**src/rtl/alu_sequencer_pkg.sv**
```systemverilog
// ============================================================================
// alu_sequencer_pkg : opcodes, FSM encodings and counter sizing for alu_sequencer
// Rev 1.0
// ============================================================================
`default_nettype none

package alu_sequencer_pkg;

  typedef enum logic [1:0] {
    OP_SHR  = 2'b00,
    OP_SHL  = 2'b01,
    OP_ZERO = 2'b10,
    OP_DIV  = 2'b11
  } op_e;

  typedef logic [2:0] state_t;

  localparam state_t C_ST_IDLE  = 3'd0;
  localparam state_t C_ST_LOAD  = 3'd1;
  localparam state_t C_ST_SHIFT = 3'd2;
  localparam state_t C_ST_WAIT  = 3'd3;
  localparam state_t C_ST_CAPT  = 3'd4;
  localparam state_t C_ST_DONE  = 3'd5;

  // One spare bit above the largest value ever loaded keeps the counters wrap-free.
  function automatic int cnt_width(input int div_lat, input int sh_gap, input int w);
    int m;
    m = div_lat;
    if (sh_gap > m) m = sh_gap;
    if ((1 << w) > m) m = (1 << w);
    return $clog2(m) + 1;
  endfunction

endpackage

`default_nettype wire

```
**src/rtl/alu_sequencer_if.sv**
```systemverilog
// ============================================================================
// alu_sequencer_if : request, datapath-control and result handshake bundle
// Rev 1.0
// ============================================================================
`default_nettype none

interface alu_sequencer_if #(
  parameter int W  = 3,
  parameter int RW = 4
);

  logic          start;
  logic [1:0]    op_in;
  logic [W-1:0]  a_in;
  logic [W-1:0]  b_in;
  logic          ready;
  logic [W-1:0]  alu_a;
  logic [W-1:0]  alu_b;
  logic [1:0]    alu_op;
  logic          alu_init;
  logic          sh_now;
  logic [RW-1:0] dp_result;
  logic [RW-1:0] result;
  logic          res_valid;
  logic          res_ack;
  logic          err;

  modport master (
    output start, op_in, a_in, b_in, dp_result, res_ack,
    input  ready, alu_a, alu_b, alu_op, alu_init, sh_now, result, res_valid, err
  );

  modport slave (
    input  start, op_in, a_in, b_in, dp_result, res_ack,
    output ready, alu_a, alu_b, alu_op, alu_init, sh_now, result, res_valid, err
  );

endinterface

`default_nettype wire

```
**src/rtl/alu_sequencer_lat_timer.sv**
```systemverilog
// ============================================================================
// alu_sequencer_lat_timer : loadable down-counter that saturates at zero
// Rev 1.0
// ============================================================================
`default_nettype none

module alu_sequencer_lat_timer #(
  parameter int WIDTH = 4
) (
  input  wire logic             clk,
  input  wire logic             rst,
  input  wire logic             i_load,
  input  wire logic [WIDTH-1:0] i_load_val,
  input  wire logic             i_en,
  output logic                  o_zero
);

  logic [WIDTH-1:0] r_count;

  always_ff @(posedge clk or negedge rst) begin
    if (!rst) begin
      r_count <= '0;
    end else if (i_load) begin
      r_count <= i_load_val;
    end else if (i_en && (r_count != '0)) begin
      r_count <= r_count - 1'b1;
    end
  end

  assign o_zero = (r_count == '0);

endmodule

`default_nettype wire

```
**src/rtl/alu_sequencer.sv**
```systemverilog
// ============================================================================
// alu_sequencer : freezes one ALU request, strobes/pulses the datapath, holds result
// Rev 1.0
// ============================================================================
`default_nettype none

module alu_sequencer
  import alu_sequencer_pkg::*;
#(
  parameter int W        = 3,
  parameter int RW       = 4,
  parameter int DIV_LAT  = 8,
  parameter int ZERO_LAT = 2,
  parameter int SH_GAP   = 4
) (
  input  wire logic     clk,
  input  wire logic     rst,
  alu_sequencer_if.slave bus
);

  localparam int CW = cnt_width(DIV_LAT, SH_GAP, W);

  state_t        r_state;
  state_t        w_next_state;
  logic [W-1:0]  r_alu_a;
  logic [W-1:0]  r_alu_b;
  logic [1:0]    r_alu_op;
  logic [CW-1:0] r_shcnt;
  logic [RW-1:0] r_result;
  logic          r_res_valid;
  logic          r_err;

  logic          w_ready;
  logic          w_alu_init;
  logic          w_sh_now;
  logic          w_accept;
  logic          w_is_shift;
  logic          w_b_zero;
  logic          w_tmr_load;
  logic          w_tmr_en;
  logic [CW-1:0] w_tmr_val;
  logic          w_tmr_zero;

  assign w_is_shift = ~r_alu_op[1];
  assign w_b_zero   = (r_alu_b == '0);
  assign w_accept   = bus.start & w_ready;

  always_ff @(posedge clk or negedge rst) begin
    if (!rst) begin
      r_state <= C_ST_IDLE;
    end else begin
      r_state <= w_next_state;
    end
  end

  always_comb begin
    w_next_state = r_state;
    case (r_state)
      C_ST_IDLE: begin
        if (w_accept) w_next_state = C_ST_LOAD;
      end
      C_ST_LOAD: begin
        if (w_is_shift) begin
          w_next_state = w_b_zero ? C_ST_CAPT : C_ST_SHIFT;
        end else if (r_alu_op == OP_ZERO) begin
          w_next_state = C_ST_WAIT;
        end else begin
          w_next_state = w_b_zero ? C_ST_CAPT : C_ST_WAIT;
        end
      end
      C_ST_SHIFT: begin
        if (w_tmr_zero && (r_shcnt == '0)) w_next_state = C_ST_CAPT;
      end
      C_ST_WAIT: begin
        if (w_tmr_zero) w_next_state = C_ST_CAPT;
      end
      C_ST_CAPT: w_next_state = C_ST_DONE;
      C_ST_DONE: begin
        if (bus.res_ack) w_next_state = C_ST_IDLE;
      end
      default: w_next_state = C_ST_IDLE;
    endcase
  end

  always_comb begin
    w_ready    = (r_state == C_ST_IDLE);
    w_alu_init = (r_state == C_ST_LOAD);
    w_sh_now   = (r_state == C_ST_SHIFT) && w_tmr_zero && (r_shcnt != '0);
  end

  // The gap before the first pulse is one cycle longer than between pulses, and the
  // tail after the last pulse one cycle shorter, so CAPT lands (n+1)*SH_GAP after LOAD+1.
  always_comb begin
    w_tmr_load = 1'b0;
    w_tmr_en   = 1'b0;
    w_tmr_val  = '0;
    case (r_state)
      C_ST_LOAD: begin
        w_tmr_load = 1'b1;
        if (w_is_shift) begin
          w_tmr_val = CW'(SH_GAP);
        end else if (r_alu_op == OP_ZERO) begin
          w_tmr_val = CW'(ZERO_LAT - 1);
        end else begin
          w_tmr_val = CW'(DIV_LAT - 1);
        end
      end
      C_ST_SHIFT: begin
        if (w_sh_now) begin
          w_tmr_load = 1'b1;
          w_tmr_val  = (r_shcnt == CW'(1)) ? CW'(SH_GAP - 2) : CW'(SH_GAP - 1);
        end else begin
          w_tmr_en = 1'b1;
        end
      end
      C_ST_WAIT: w_tmr_en = 1'b1;
      default: begin
        w_tmr_load = 1'b0;
      end
    endcase
  end

  alu_sequencer_lat_timer #(
    .WIDTH (CW)
  ) u_lat_timer (
    .clk        (clk),
    .rst        (rst),
    .i_load     (w_tmr_load),
    .i_load_val (w_tmr_val),
    .i_en       (w_tmr_en),
    .o_zero     (w_tmr_zero)
  );

  always_ff @(posedge clk or negedge rst) begin
    if (!rst) begin
      r_alu_a     <= '0;
      r_alu_b     <= '0;
      r_alu_op    <= '0;
      r_shcnt     <= '0;
      r_result    <= '0;
      r_res_valid <= 1'b0;
      r_err       <= 1'b0;
    end else begin
      if (w_accept) begin
        r_alu_a     <= bus.a_in;
        r_alu_b     <= bus.b_in;
        r_alu_op    <= bus.op_in;
        r_res_valid <= 1'b0;
        r_err       <= 1'b0;
      end else if (bus.res_ack && ((r_state == C_ST_DONE) || (r_state == C_ST_IDLE))) begin
        r_res_valid <= 1'b0;
      end
      if (r_state == C_ST_LOAD) begin
        r_shcnt <= CW'(r_alu_b);
        r_err   <= (r_alu_op == OP_DIV) && w_b_zero;
      end
      if (w_sh_now) begin
        r_shcnt <= r_shcnt - 1'b1;
      end
      if (r_state == C_ST_CAPT) begin
        r_result    <= r_err ? '0 : bus.dp_result;
        r_res_valid <= 1'b1;
      end
    end
  end

  assign bus.ready     = w_ready;
  assign bus.alu_a     = r_alu_a;
  assign bus.alu_b     = r_alu_b;
  assign bus.alu_op    = r_alu_op;
  assign bus.alu_init  = w_alu_init;
  assign bus.sh_now    = w_sh_now;
  assign bus.result    = r_result;
  assign bus.res_valid = r_res_valid;
  assign bus.err       = r_err;

endmodule

`default_nettype wire

```
**src/flat_wrapper.sv**
```systemverilog
// flat-port wrapper written by rule: the top's interface ports become plain ports
module alu_sequencer_flat import alu_sequencer_pkg::*;
#(
  parameter int W        = 3,
  parameter int RW       = 4,
  parameter int DIV_LAT  = 8,
  parameter int ZERO_LAT = 2,
  parameter int SH_GAP   = 4
)
  (clk, rst, bus_start, bus_op_in, bus_a_in, bus_b_in, bus_dp_result, bus_res_ack, bus_ready, bus_alu_a, bus_alu_b, bus_alu_op, bus_alu_init, bus_sh_now, bus_result, bus_res_valid, bus_err);
  alu_sequencer_if #(.W(W), .RW(RW)) bus_i ();
  input  wire logic clk;
  input  wire logic rst;
  input wire logic [$bits(bus_i.start)-1:0] bus_start;
  input wire logic [$bits(bus_i.op_in)-1:0] bus_op_in;
  input wire logic [$bits(bus_i.a_in)-1:0] bus_a_in;
  input wire logic [$bits(bus_i.b_in)-1:0] bus_b_in;
  input wire logic [$bits(bus_i.dp_result)-1:0] bus_dp_result;
  input wire logic [$bits(bus_i.res_ack)-1:0] bus_res_ack;
  output wire logic [$bits(bus_i.ready)-1:0] bus_ready;
  output wire logic [$bits(bus_i.alu_a)-1:0] bus_alu_a;
  output wire logic [$bits(bus_i.alu_b)-1:0] bus_alu_b;
  output wire logic [$bits(bus_i.alu_op)-1:0] bus_alu_op;
  output wire logic [$bits(bus_i.alu_init)-1:0] bus_alu_init;
  output wire logic [$bits(bus_i.sh_now)-1:0] bus_sh_now;
  output wire logic [$bits(bus_i.result)-1:0] bus_result;
  output wire logic [$bits(bus_i.res_valid)-1:0] bus_res_valid;
  output wire logic [$bits(bus_i.err)-1:0] bus_err;
  assign bus_i.start = bus_start;
  assign bus_i.op_in = bus_op_in;
  assign bus_i.a_in = bus_a_in;
  assign bus_i.b_in = bus_b_in;
  assign bus_i.dp_result = bus_dp_result;
  assign bus_i.res_ack = bus_res_ack;
  assign bus_ready = bus_i.ready;
  assign bus_alu_a = bus_i.alu_a;
  assign bus_alu_b = bus_i.alu_b;
  assign bus_alu_op = bus_i.alu_op;
  assign bus_alu_init = bus_i.alu_init;
  assign bus_sh_now = bus_i.sh_now;
  assign bus_result = bus_i.result;
  assign bus_res_valid = bus_i.res_valid;
  assign bus_err = bus_i.err;
  alu_sequencer #(.W(W), .RW(RW), .DIV_LAT(DIV_LAT), .ZERO_LAT(ZERO_LAT), .SH_GAP(SH_GAP)) u_core (.clk(clk), .rst(rst), .bus(bus_i));
endmodule
```
**config.mk**
```make
export PLATFORM = sky130hd
export DESIGN_NAME = alu_sequencer_flat
export DESIGN_NICKNAME = d
export VERILOG_FILES = /design/src/rtl/alu_sequencer_pkg.sv /design/src/rtl/alu_sequencer_if.sv /design/src/rtl/alu_sequencer_lat_timer.sv /design/src/rtl/alu_sequencer.sv /design/src/flat_wrapper.sv
export SDC_FILE = /design/constraint.sdc
export NUM_CORES = 1
export LEC_CHECK = 0
export BUFFER_PORTS_ARGS = -buffer_cell sky130_fd_sc_hd__buf_2
export CAP_MARGIN = 20
export CORE_AREA = 2 2 57 59
export CTS_CLUSTER_DIAMETER = 120
export DETAILED_ROUTE_END_ITERATION = 8
export DIE_AREA = 0 0 59 61
export PLACE_DENSITY = 0.72
export SYNTH_ARGS = -nofsm -noshare
export SYNTH_HDL_FRONTEND = slang
export SYNTH_SLANG_ARGS = --single-unit
```
**constraint.sdc**
```tcl
create_clock -name clk -period 1.6 [get_ports clk]
set_clock_uncertainty 0.1 [all_clocks]
set_input_delay 0.16 -clock clk [delete_from_list [all_inputs] [get_ports clk]]
set_output_delay 0.16 -clock clk [all_outputs]
set_load 0.1 [all_outputs]
```
Yosys cells after proc, flatten, opt, wreduce, memory -nomap -nowiden
Index checks and enable logic that the tools add are counted.
{ "totals": {"ff_bits": 25, "inputBits": 16, "out_inout_bits": 17, "word_cells": 70} }
{ "classes": {"n_addsub": 2, "eq_ne": 12, "mux": 28, "n_bitwise": 1, "n_reduce_logical": 18} }
{ "ops": {"columns": ["op", "n"], "rows": [
  ["2-to-1 mux 4 bit", 7],
  ["2-to-1 mux 3 bit", 9],
  ["case mux 3 bit (6 select lines)", 1],
  ["zero test 4 bit", 2],
  ["2-to-1 mux 1 bit", 8],
  ["case mux 4 bit (2 select lines)", 1],
  ["nonzero test 4 bit", 2],
  ["subtractor 4 x 1 -> 4 bit (second input constant)", 2],
  ["equality test 3 x 2 -> 1 bit (second input constant)", 2],
  ["equality test 3 bit (second input constant)", 2],
  ["logical AND 1 bit", 6],
  ["zero test 3 bit", 2],
  ["nonzero test 2 bit", 3],
  ["equality test 2 bit (second input constant)", 2],
  ["equality test 4 x 1 -> 1 bit (second input constant)", 1],
  ["!= test 2 x 1 -> 1 bit (second input constant)", 2],
  ["!= test 2 bit (second input constant)", 2],
  ["case mux 1 bit (2 select lines)", 2],
  ["AND reduction 4 bit", 1],
  ["equality test 3 x 1 -> 1 bit (second input constant)", 1],
  ["nonzero test 3 bit", 1],
  ["AND 1 bit", 1],
  ["logical OR 1 bit", 1]
]} }

Depth between registers and ports, before layout
Gate-level depths: netlist of the first run.
{ "logic_depth": {"ltp_word": 8, "mapped_depth": 7, "depth_no_buf": 7} }

By module
A second synthesis of the first run with hierarchy kept.
{ "hier_totals": {"cells_unflattened": 142, "hier_area_um2": 1435.1} }
{ "by_module_without_submodules": {"columns": ["mod", "n_inst", "cells_per_inst", "area_each_um2", "seq_area_each_um2"], "rows": [
  ["alu_sequencer", 1, 115, 1164.9, 525.5],
  ["alu_sequencer_lat_timer", 1, 27, 270.3, 100.1]
]} }

Worst setup path after synthesis of the first run
No wires, ideal clock.
{ "synth_path": {"path_kind": "flip-flop to flip-flop", "startpoint": "reg u_core.r_state[0]", "endpoint": "reg u_core.r_alu_op[1], in the netlist u_core.bus.alu_op[1]", "setup_ns": 0.126, "t_arrival_ns": 3.416, "required_time_ns": 1.374, "path_slack_ns": -2.042, "path_stages_with_launch": 6, "path_buffers": 2, "synth_period_minus_slack_ns": 3.642, "cell_sequence": "dfrtp_1 -> buf_6 -> nor3_1 -> and2_1 -> buf_2 -> mux2_2"} }
{ "synth_between": {"elab_chain_len": 2} }
{ "synth_lines": {"columns": ["item", "line_no", "source"], "rows": [
  ["from (decl)", "alu_sequencer.sv:23", "state_t r_state;"],
  ["from (signal assigned)", "alu_sequencer.sv:52", "r_state <= w_next_state;"],
  ["zero test 3 bit", "alu_sequencer.sv:86", "w_ready = (r_state == C_ST_IDLE);"],
  ["via bus_ready", "flat_wrapper.sv:20", "output wire logic [$bits(bus_i.ready)-1:0] bus_ready;"],
  ["AND 1 bit", "alu_sequencer.sv:46", "assign w_accept = bus.start & w_ready;"],
  ["to (signal assigned)", "alu_sequencer.sv:147", "r_alu_op <= bus.op_in;"],
  ["to (decl)", "alu_sequencer.sv:27", "logic [1:0] r_alu_op;"]
]} }
The timed path passes the listed nets, and every way through them passes these cells.
A chain may end at the register's enable or synchronous reset.

Worst setup path after layout of the first run
{ "layout_path": {"startpoint": "reg u_core.r_shcnt[1]", "endpoint": "out bus_sh_now"} }
{ "layout_between": {"elab_chain_len": 2} }
{ "layout_lines": {"columns": ["item", "line_no", "source"], "rows": [
  ["from (decl)", "alu_sequencer.sv:28", "logic [CW-1:0] r_shcnt;"],
  ["from (signal assigned)", "alu_sequencer.sv:154", "r_shcnt <= CW'(r_alu_b);"],
  ["from (signal assigned)", "alu_sequencer.sv:158", "r_shcnt <= r_shcnt - 1'b1;"],
  ["nonzero test 4 bit", "alu_sequencer.sv:88", "w_sh_now = (r_state == C_ST_SHIFT) && w_tmr_zero && (r_shcnt != '0);"],
  ["logical AND 1 bit", "alu_sequencer.sv:88", null],
  ["to (decl)", "flat_wrapper.sv:25", "output wire logic [$bits(bus_i.sh_now)-1:0] bus_sh_now;"]
]} }
No other way between the ends.

==> results of run 1 <==
cells by family (layout without fill, tap and decap cells):
kind of cell | Yosys count | after routing | share of synthesized area
mux | 9 | 9 | 0.0749
xor+xnor | 2 | 2 | 0.0131
simple gates | 51 | 51 | 0.215
compound gates | 25 | 25 | 0.126
buf+inv | 12 | 99 | 0.0552
fa+ha+maj | 5 | 5 | 0.0468
flops | 25 | 25 | 0.468
state kept, by name, summed over array words and instances, names as in the netlist:
register,count
u_core.bus.result,4
u_core.r_shcnt,4
u_core.u_lat_timer.r_count,4
u_core.bus.alu_a,3
u_core.bus.alu_b,3
u_core.r_state,3
u_core.bus.alu_op,2
u_core.bus.err,1
u_core.bus.res_valid,1
timing repair:
item | CTS | global route
buffers inserted | 17 | 1
setup endpoints to repair | 23 | 23
hold endpoints to repair | 37 | 0
resized for setup | 27 | 9
hold buffers | 13 | 0
pin swaps | 7 | 3
cloned | 1 | 0
worst reg2reg max path, stage by stage, from the launching register on:
cell and delay (ns):
dfrtp_1 0.41, inv_2 0.08, ha_4 0.12, or3b_4 0.39
nand3_4 0.09, clkinvlp_4 0.11, buf_4 0.14, buf_6 0.12
buf_6 0.12, nand2_2 0.05, o221a_4 0.16
layer usage:
metal	part of all wire	vias up	GRT usage
li1	-	624	-
met1	0.41	695	0.323
met2	0.53	41	0.487
met3	0.037	11	0.0341
met4	0.020	0	0.0942
met5	0	-	0
cells in the mapped netlist, types with 2 or more instances:
cell type	count
dfrtp_1	25
nand2_1	16
mux2_2	8
nor2_1	8
a21oi_1	7
nor3_1	6
o21ai_0	6
ha_1	5
inv_1	5
nand2b_1	5
buf_6	3
and2_1	2
buf_2	2
nor2b_1	2
nor3b_1	2
or3b_1	2
cell type report:
type	count	area, um2
Multi-Input combinational cell	92	801
Timing Repair Buffer	89	728
Fill cell	175	691
Sequential cell	25	633
Tap cell	33	41.3
Inverter	6	31.3
Clock buffer	3	22.5
Clock inverter	1	5.00
final timing paths:
kind	startpoint	endpoint	cells past startpoint
setup / recovery	u_core.r_shcnt[1]	bus_sh_now	6
hold / removal	bus_res_ack	u_core.bus.res_valid	4
setup reg to reg	u_core.r_shcnt[1]	u_core.r_shcnt[0]	10
hold reg to reg	u_core.bus.result[1]	u_core.bus.result[1]	2
max in group asynchronous	rst	u_core.bus.alu_b[1]	2
min in group asynchronous	rst	u_core.r_shcnt[3]	2
metrics by stage:
step                      hold slack, ns  instance area (um2)
after floorplan                   -0.236                 1440
after detailed placement          0.0894                 1810
final                              0.136                 2260
after CTS                          0.112                 2210
after global routing               0.159                 2260
after global placement            0.0822                 1810
==> results.ini, run 1 <==
[run_status]
outcome=finished with violations
violations=negative setup slack

[synth]
synth_edf_count=0
postSynth.asyncResetShare=1.00
synth.top_cell.area_share=0.468
ys_seq_area_frac=0.468
synth_area_leaders=dfrtp_1, mux2_2, ha_1
synth-seq-cells=25
avgSynthCellArea_um2=10.4
yosysUniqueCellTypes=41
synthFlopType=dfrtp_1
yosysWarnings=0
netlist_instances=129
synth_area_mm2=0.00134
yosysTopAreaCell=dfrtp_1
synth.net_count=150

[die]
ios=33
std_cell_rows=20
initial_core_util=0.453
core_mm2=0.00295
fp.dieH_um=61
die_w_um=59
dieArea_mm2=0.00360

[finish]
drive_above_1_share=0.579
post-route-util=0.766
fin_nets=238
insertedDiodeCount=0
syn2layout_area_growth_pct=69.3
mostFrequentLayoutCell=buf_4
final_cell_mix=buf_4, buf_2, dfrtp_1, nand2_1, dlygate4sd3_1
instances_no_fill=249

[worst_setup_path]
crit_chain=inv_2 > ha_4 > or3b_4 > nand3_4 > clkinvlp_4 > buf_12
r2r_slack_ns=-0.36
path_max_fanout=2
worstSetupStartpointType=flip-flop
path_buf_inv=3
slowest_stage=dfrtp_1
cp_top_family=simple AND/OR/NAND/NOR gates
cp_slowest_stage_delay_ns=0.41
path_class=flip-flop to output port
cp.required_ns=1.34
cp.arrival_ns=1.72
critPathCaptureType=output port

[grt]
track_usage=0.267
grt_max_degree=26
grt_pass1_wl_um=7040
antenna_found_initial=0
overflow=0
grt_pass1_vias=1494

[sta]
setup_tns_ns=-4.25
clock.fmax_mhz=504
fin_crit_ns=1.98
worst_pin_slew_ns=0.574
fin_ws_ns=-0.383
rsz0062_at_grt=true
slew_headroom=0.618
timing.final.crit_share=1.24
finalSetupViolCount=23
maxSlewViolCount=0
hold_viol=0

[clocking]
cts.htree.levels=1
cts_num_sinks=25
cts_buffers=3
insertion_delay_ns=0.34
ctsRootBufferMaster=clkbuf_4
cts_max_path_buffers=2
clkTransAtPathRegs_ns=0.15
cts_tree=yes

[placed_design]
place_ws_ns=-0.214
post-dp-hpwl_um=2540
gp_congestion=0.798
numPortBuffers=32
dp.cells=214

[min_path]
hp-class=input pin to flip-flop

[detailed_routing]
postRouteAntennaNets=0
drtPass1Iterations=4
wl_per_cell_um=17.8
wirelength_um=4430
drc_errors=0
vias_per_cell=5.51
num_vias=1371
drt_iter0_markers=43

[run]
max_cap_viol_count=0

Power of run 1 is left out: the tool's default activity adds up to more than one toggle a clock period on the data nets, which glitch-free logic cannot reach.
==> run 2, diff against run 1 <==
--- a/config.mk
+++ b/config.mk
@@ -7,11 +7,12 @@
 export LEC_CHECK = 0
 export BUFFER_PORTS_ARGS = -buffer_cell sky130_fd_sc_hd__buf_2
 export CAP_MARGIN = 20
-export CORE_AREA = 2 2 57 59
+export CORE_AREA = 2 2 56 58
+export CTS_BUF_LIST = sky130_fd_sc_hd__clkbuf_8
 export CTS_CLUSTER_DIAMETER = 120
 export DETAILED_ROUTE_END_ITERATION = 8
-export DIE_AREA = 0 0 59 61
-export PLACE_DENSITY = 0.72
+export DIE_AREA = 0 0 58 60
+export PLACE_DENSITY = 0.74
 export SYNTH_ARGS = -nofsm -noshare
 export SYNTH_HDL_FRONTEND = slang
 export SYNTH_SLANG_ARGS = --single-unit
==> run 2 against run 1 <==
Against the previous run:
- the flow still finishes with violations (negative setup slack)
- largest cell class unchanged
- register-to-register slack better by 0.06 ns
- maximum frequency grew 1.8%
- routed wire length fell by 14%
- clock-buffer cell count is the same
- non-clock buffer count fell by 15
==> results.ini, run 2 (same netlist as run 1, synthesis figures left out) <==
[run_status]
outcome=finished with violations
violations=negative setup slack

[detailed_routing]
drt_iter0_markers=55
wirelength_um=3810
num_vias=1256
vias_per_cell=5.34
drc_errors=0
drtPass1Iterations=4
wl_per_cell_um=16.2
postRouteAntennaNets=0

[finish]
drive_above_1_share=0.594
multiInputGateArea_um2=795
regArea_um2=633
fin_nets=224
insertedDiodeCount=0
syn2layout_area_growth_pct=57.4
final_cell_mix=buf_4, buf_2, dfrtp_1, nand2_1, mux2_4
fill_cells=195
mostFrequentLayoutCell=buf_4

[sta]
maxSlewViolCount=0
finalSetupViolCount=15
fin_ws_ns=-0.349
fin_crit_ns=1.95
slew_headroom=0.615
hold_viol=0
worst_pin_slew_ns=0.577
setup_tns_ns=-2.76
clock.fmax_mhz=513
rsz0062_at_grt=true
timing.final.crit_share=1.22

[grt]
grt.met2_usage=0.380
grt_pass1_wl_um=5890
gr-max-usage-layer=met2
antenna_found_initial=0
grt_max_degree=26
grt.met3_usage=0.0433
overflow=0
track_usage=0.231
gr-usage-met1=0.282
grt_pass1_vias=1244

[clocking]
ctsRootBufferMaster=clkbuf_8
cts_tree=yes
cts_max_path_buffers=2
insertion_delay_ns=0.29
cts_num_sinks=25
clkTransAtPathRegs_ns=0.09
cts.htree.levels=1
cts_buffers=3

[die]
die_w_um=58
dieArea_mm2=0.00348
initial_core_util=0.460
std_cell_rows=20
fp.dieH_um=60
core_mm2=0.00290
ios=33

[run]
max_cap_viol_count=0

[placed_design]
place_ws_ns=-0.202
numPortBuffers=32
gp_congestion=0.835
post-dp-hpwl_um=2270

[worst_setup_path]
worstSetupStartpointType=flip-flop
r2r_slack_ns=-0.30
path_max_fanout=2
path_class=flip-flop to output port
critPathCaptureType=output port
cp.required_ns=1.34
cp.arrival_ns=1.69

[min_path]
hp-class=input pin to flip-flop

[run 2: cell types whose count changed in the layout (fill, tap and decap cells not counted), sizes merged]
cell         change
and2             +1
buf              -6
clkinv           -1
dlygate4sd3      -9
inv              +1
[run 2: what timing repair did]
action,4_1_cts,5_1_grt
hold buffers,4,0
gates cloned,0,1
gates resized for setup,22,9
buffers inserted,12,5
setup endpoints to repair,22,24
pin swaps,4,6
hold endpoints to repair,28,0
[run 2: worst paths after layout]
path,start,end,depth (start not counted)
worst max-delay path,u_core.r_shcnt[1],bus_sh_now,6
worst min-delay path,bus_b_in[0],u_core.bus.alu_b[0],2
worst max register to register,u_core.r_shcnt[1],u_core.r_shcnt[0],9
worst min register to register,u_core.bus.result[2],u_core.bus.result[2],2
max in group asynchronous,rst,u_core.bus.alu_op[1],2
min in group asynchronous,rst,u_core.bus.result[3],2
[run 2: final cells by class]
type,count,share of cell area
well taps,33,0.0196
flip-flops and latches,25,0.301
multi-input cells,93,0.378
clock inverters,1,0.00238
inverters,6,0.0149
repair buffers,74,0.265
clock buffers,3,0.0196
[run 2: critical path: stages (launching register included)]
cell and delay [ns]:
dfrtp_1 0.41, inv_2 0.10, ha_4 0.13, or3b_4 0.39, nand3_4 0.09, clkinvlp_4 0.11
buf_12 0.17
[run 2: through the flow]
step	utilization	instance area, um2	hold WS (ns)	instances
2_1_floorplan	-	1440	-0.236	129
3_3_place_gp	0.614	1780	0.0745	210
3_5_place_dp	0.614	1780	0.0852	210
4_1_cts	0.696	2020	0.00347	229
5_1_grt	0.725	2100	0.00738	235
6_report	0.725	2100	0.00317	235
[run 2: layer usage]
layer	wire length, um	vias up
met5	0	-
li1	-	598
met4	113	0
met2	1830	41
met3	181	11
met1	1690	606
Power of run 2 is left out for the same reason.
==> run 3, diff against run 2 <==
--- a/config.mk
+++ b/config.mk
@@ -7,12 +7,11 @@
 export LEC_CHECK = 0
 export BUFFER_PORTS_ARGS = -buffer_cell sky130_fd_sc_hd__buf_2
 export CAP_MARGIN = 20
-export CORE_AREA = 2 2 56 58
+export CORE_AREA = 2 2 61 63
 export CTS_BUF_LIST = sky130_fd_sc_hd__clkbuf_8
 export CTS_CLUSTER_DIAMETER = 120
 export DETAILED_ROUTE_END_ITERATION = 8
-export DIE_AREA = 0 0 58 60
-export PLACE_DENSITY = 0.74
+export DIE_AREA = 0 0 63 65
 export SYNTH_ARGS = -nofsm -noshare
 export SYNTH_HDL_FRONTEND = slang
 export SYNTH_SLANG_ARGS = --single-unit
==> run 3 against run 2 <==
Against the previous run:
- the flow still finishes with violations (negative setup slack)
- design area is 1.5% higher
- critical path depth unchanged
- sequential share of layout area shrank 0.40 points
- routed wire length is 3.7% lower
- flip-flop and latch count unchanged
- die area is 18% higher
- via count decreased by 0.32%
- register-to-register slack improved by 0.02 ns
- clock-buffer cell count stayed put
- cell count up 6.0%
- utilization shrank 11 points
- maximum frequency up 1.1%
==> results.ini, run 3 (same netlist as run 1, synthesis figures left out) <==
[worst_setup_path]
worstSetupStartpointType=flip-flop
cp.required_ns=1.34
critPathCaptureType=output port
path_class=flip-flop to output port
cp.arrival_ns=1.67
path_max_fanout=2

[sta]
finalSetupViolCount=22
worst_pin_slew_ns=0.571
fin_crit_ns=1.93
holdWs_ns=0.00824
clock.fmax_mhz=519
fin_ws_ns=-0.328
rsz0062_at_grt=true
timing.final.crit_share=1.21
slew_headroom=0.619
hold_viol=0
maxSlewViolCount=0

[placed_design]
numPortBuffers=32
placed_area_mm2=0.00183
post-dp-hpwl_um=2380
gp_congestion=0.811

[finish]
syn2layout_area_growth_pct=59.8
final_cell_mix=buf_2, buf_4, dfrtp_1, nand2_1, buf_6
insertedDiodeCount=0
mostFrequentLayoutCell=buf_2
fin_area_mm2=0.00214
post-route-util=0.611
fin_nets=223
drive_above_1_share=0.612

[clocking]
insertion_delay_ns=0.27
ctsRootBufferMaster=clkbuf_8
cts_num_sinks=25
clkTransAtPathRegs_ns=0.09
cts_tree=yes
cts_buffers=3
cts.htree.levels=1
cts_max_path_buffers=2

[detailed_routing]
num_vias=1252
wirelength_um=3670
drtPass1Iterations=4
wl_per_cell_um=14.7
drt_iter0_markers=27
postRouteAntennaNets=0
drc_errors=0
vias_per_cell=5.03

[grt]
grt_pass1_vias=1289
grt_max_degree=26
grt_pass1_wl_um=6020
track_usage=0.191
overflow=0
antenna_found_initial=0

[die]
ios=33
die_w_um=63
core_mm2=0.00350
fp.dieH_um=65
dieArea_mm2=0.00410
initial_core_util=0.382
std_cell_rows=22

[run_status]
violations=negative setup slack
outcome=finished with violations

[min_path]
hp-class=input pin to flip-flop

[run]
max_cap_viol_count=0

## run 3: layout make-up
type	count	area, um2
clock buffer	3	41.3
clock inverter	1	5.00
fill	294	1360
inverter	6	31.3
multi-input combinational	93	805
sequential	25	634
tap	48	60.1
timing repair buffer	73	559
## run 3: final timing paths
path                                      startpoint                   end  slack [ns]  cells past startpoint
worst max-delay path               u_core.r_shcnt[1]            bus_sh_now       -0.33                      6
worst min-delay path                     bus_a_in[2]   u_core.bus.alu_a[2]       0.008                      2
worst max register to register     u_core.r_shcnt[1]     u_core.r_shcnt[0]       -0.28                      9
worst min register to register  u_core.bus.result[0]  u_core.bus.result[0]        0.38                      2
max in group asynchronous                        rst  u_core.bus.alu_op[1]        0.67                      2
min in group asynchronous                        rst     u_core.r_shcnt[1]        0.32                      2
## run 3: what timing repair did
action / in CTS / in global routing
endpoints found under the setup margin: 23 / 27
setup buffers: 13 / 2
endpoints found under the hold margin: 25 / 1
hold buffers: 1 / 1
gates cloned: 1 / 0
pin swaps: 7 / 4
gates resized for setup: 27 / 11
## run 3: metal layers
| layer | global-route usage | share of wire | vias up |
|---|---|---|---|
| li1 | - | - | 594 |
| met2 | 0.327 | 0.51 | 47 |
| met5 | 0 | 0 | - |
| met3 | 0.0313 | 0.045 | 6 |
| met4 | 0.0722 | 0.015 | 0 |
| met1 | 0.243 | 0.43 | 605 |
## run 3: stage by stage
stage	TNS [ns]	cells	setup slack, ns
finish	-2.76	249	-0.328
global route	-4.03	249	-0.376
CTS	-2.80	247	-0.296
detailed placement	-1.78	229	-0.212
global placement	-1.34	229	-0.159
floorplan	-8.64	129	-0.633
## run 3: worst max-delay path, cell delays in order (launching register included)
cell and delay [ns]:
dfrtp_1 0.41, inv_2 0.09, ha_4 0.12, or3b_4 0.39, nand3_4 0.09, clkinvlp_4 0.11
buf_12 0.17
Power of run 3 is left out for the same reason.
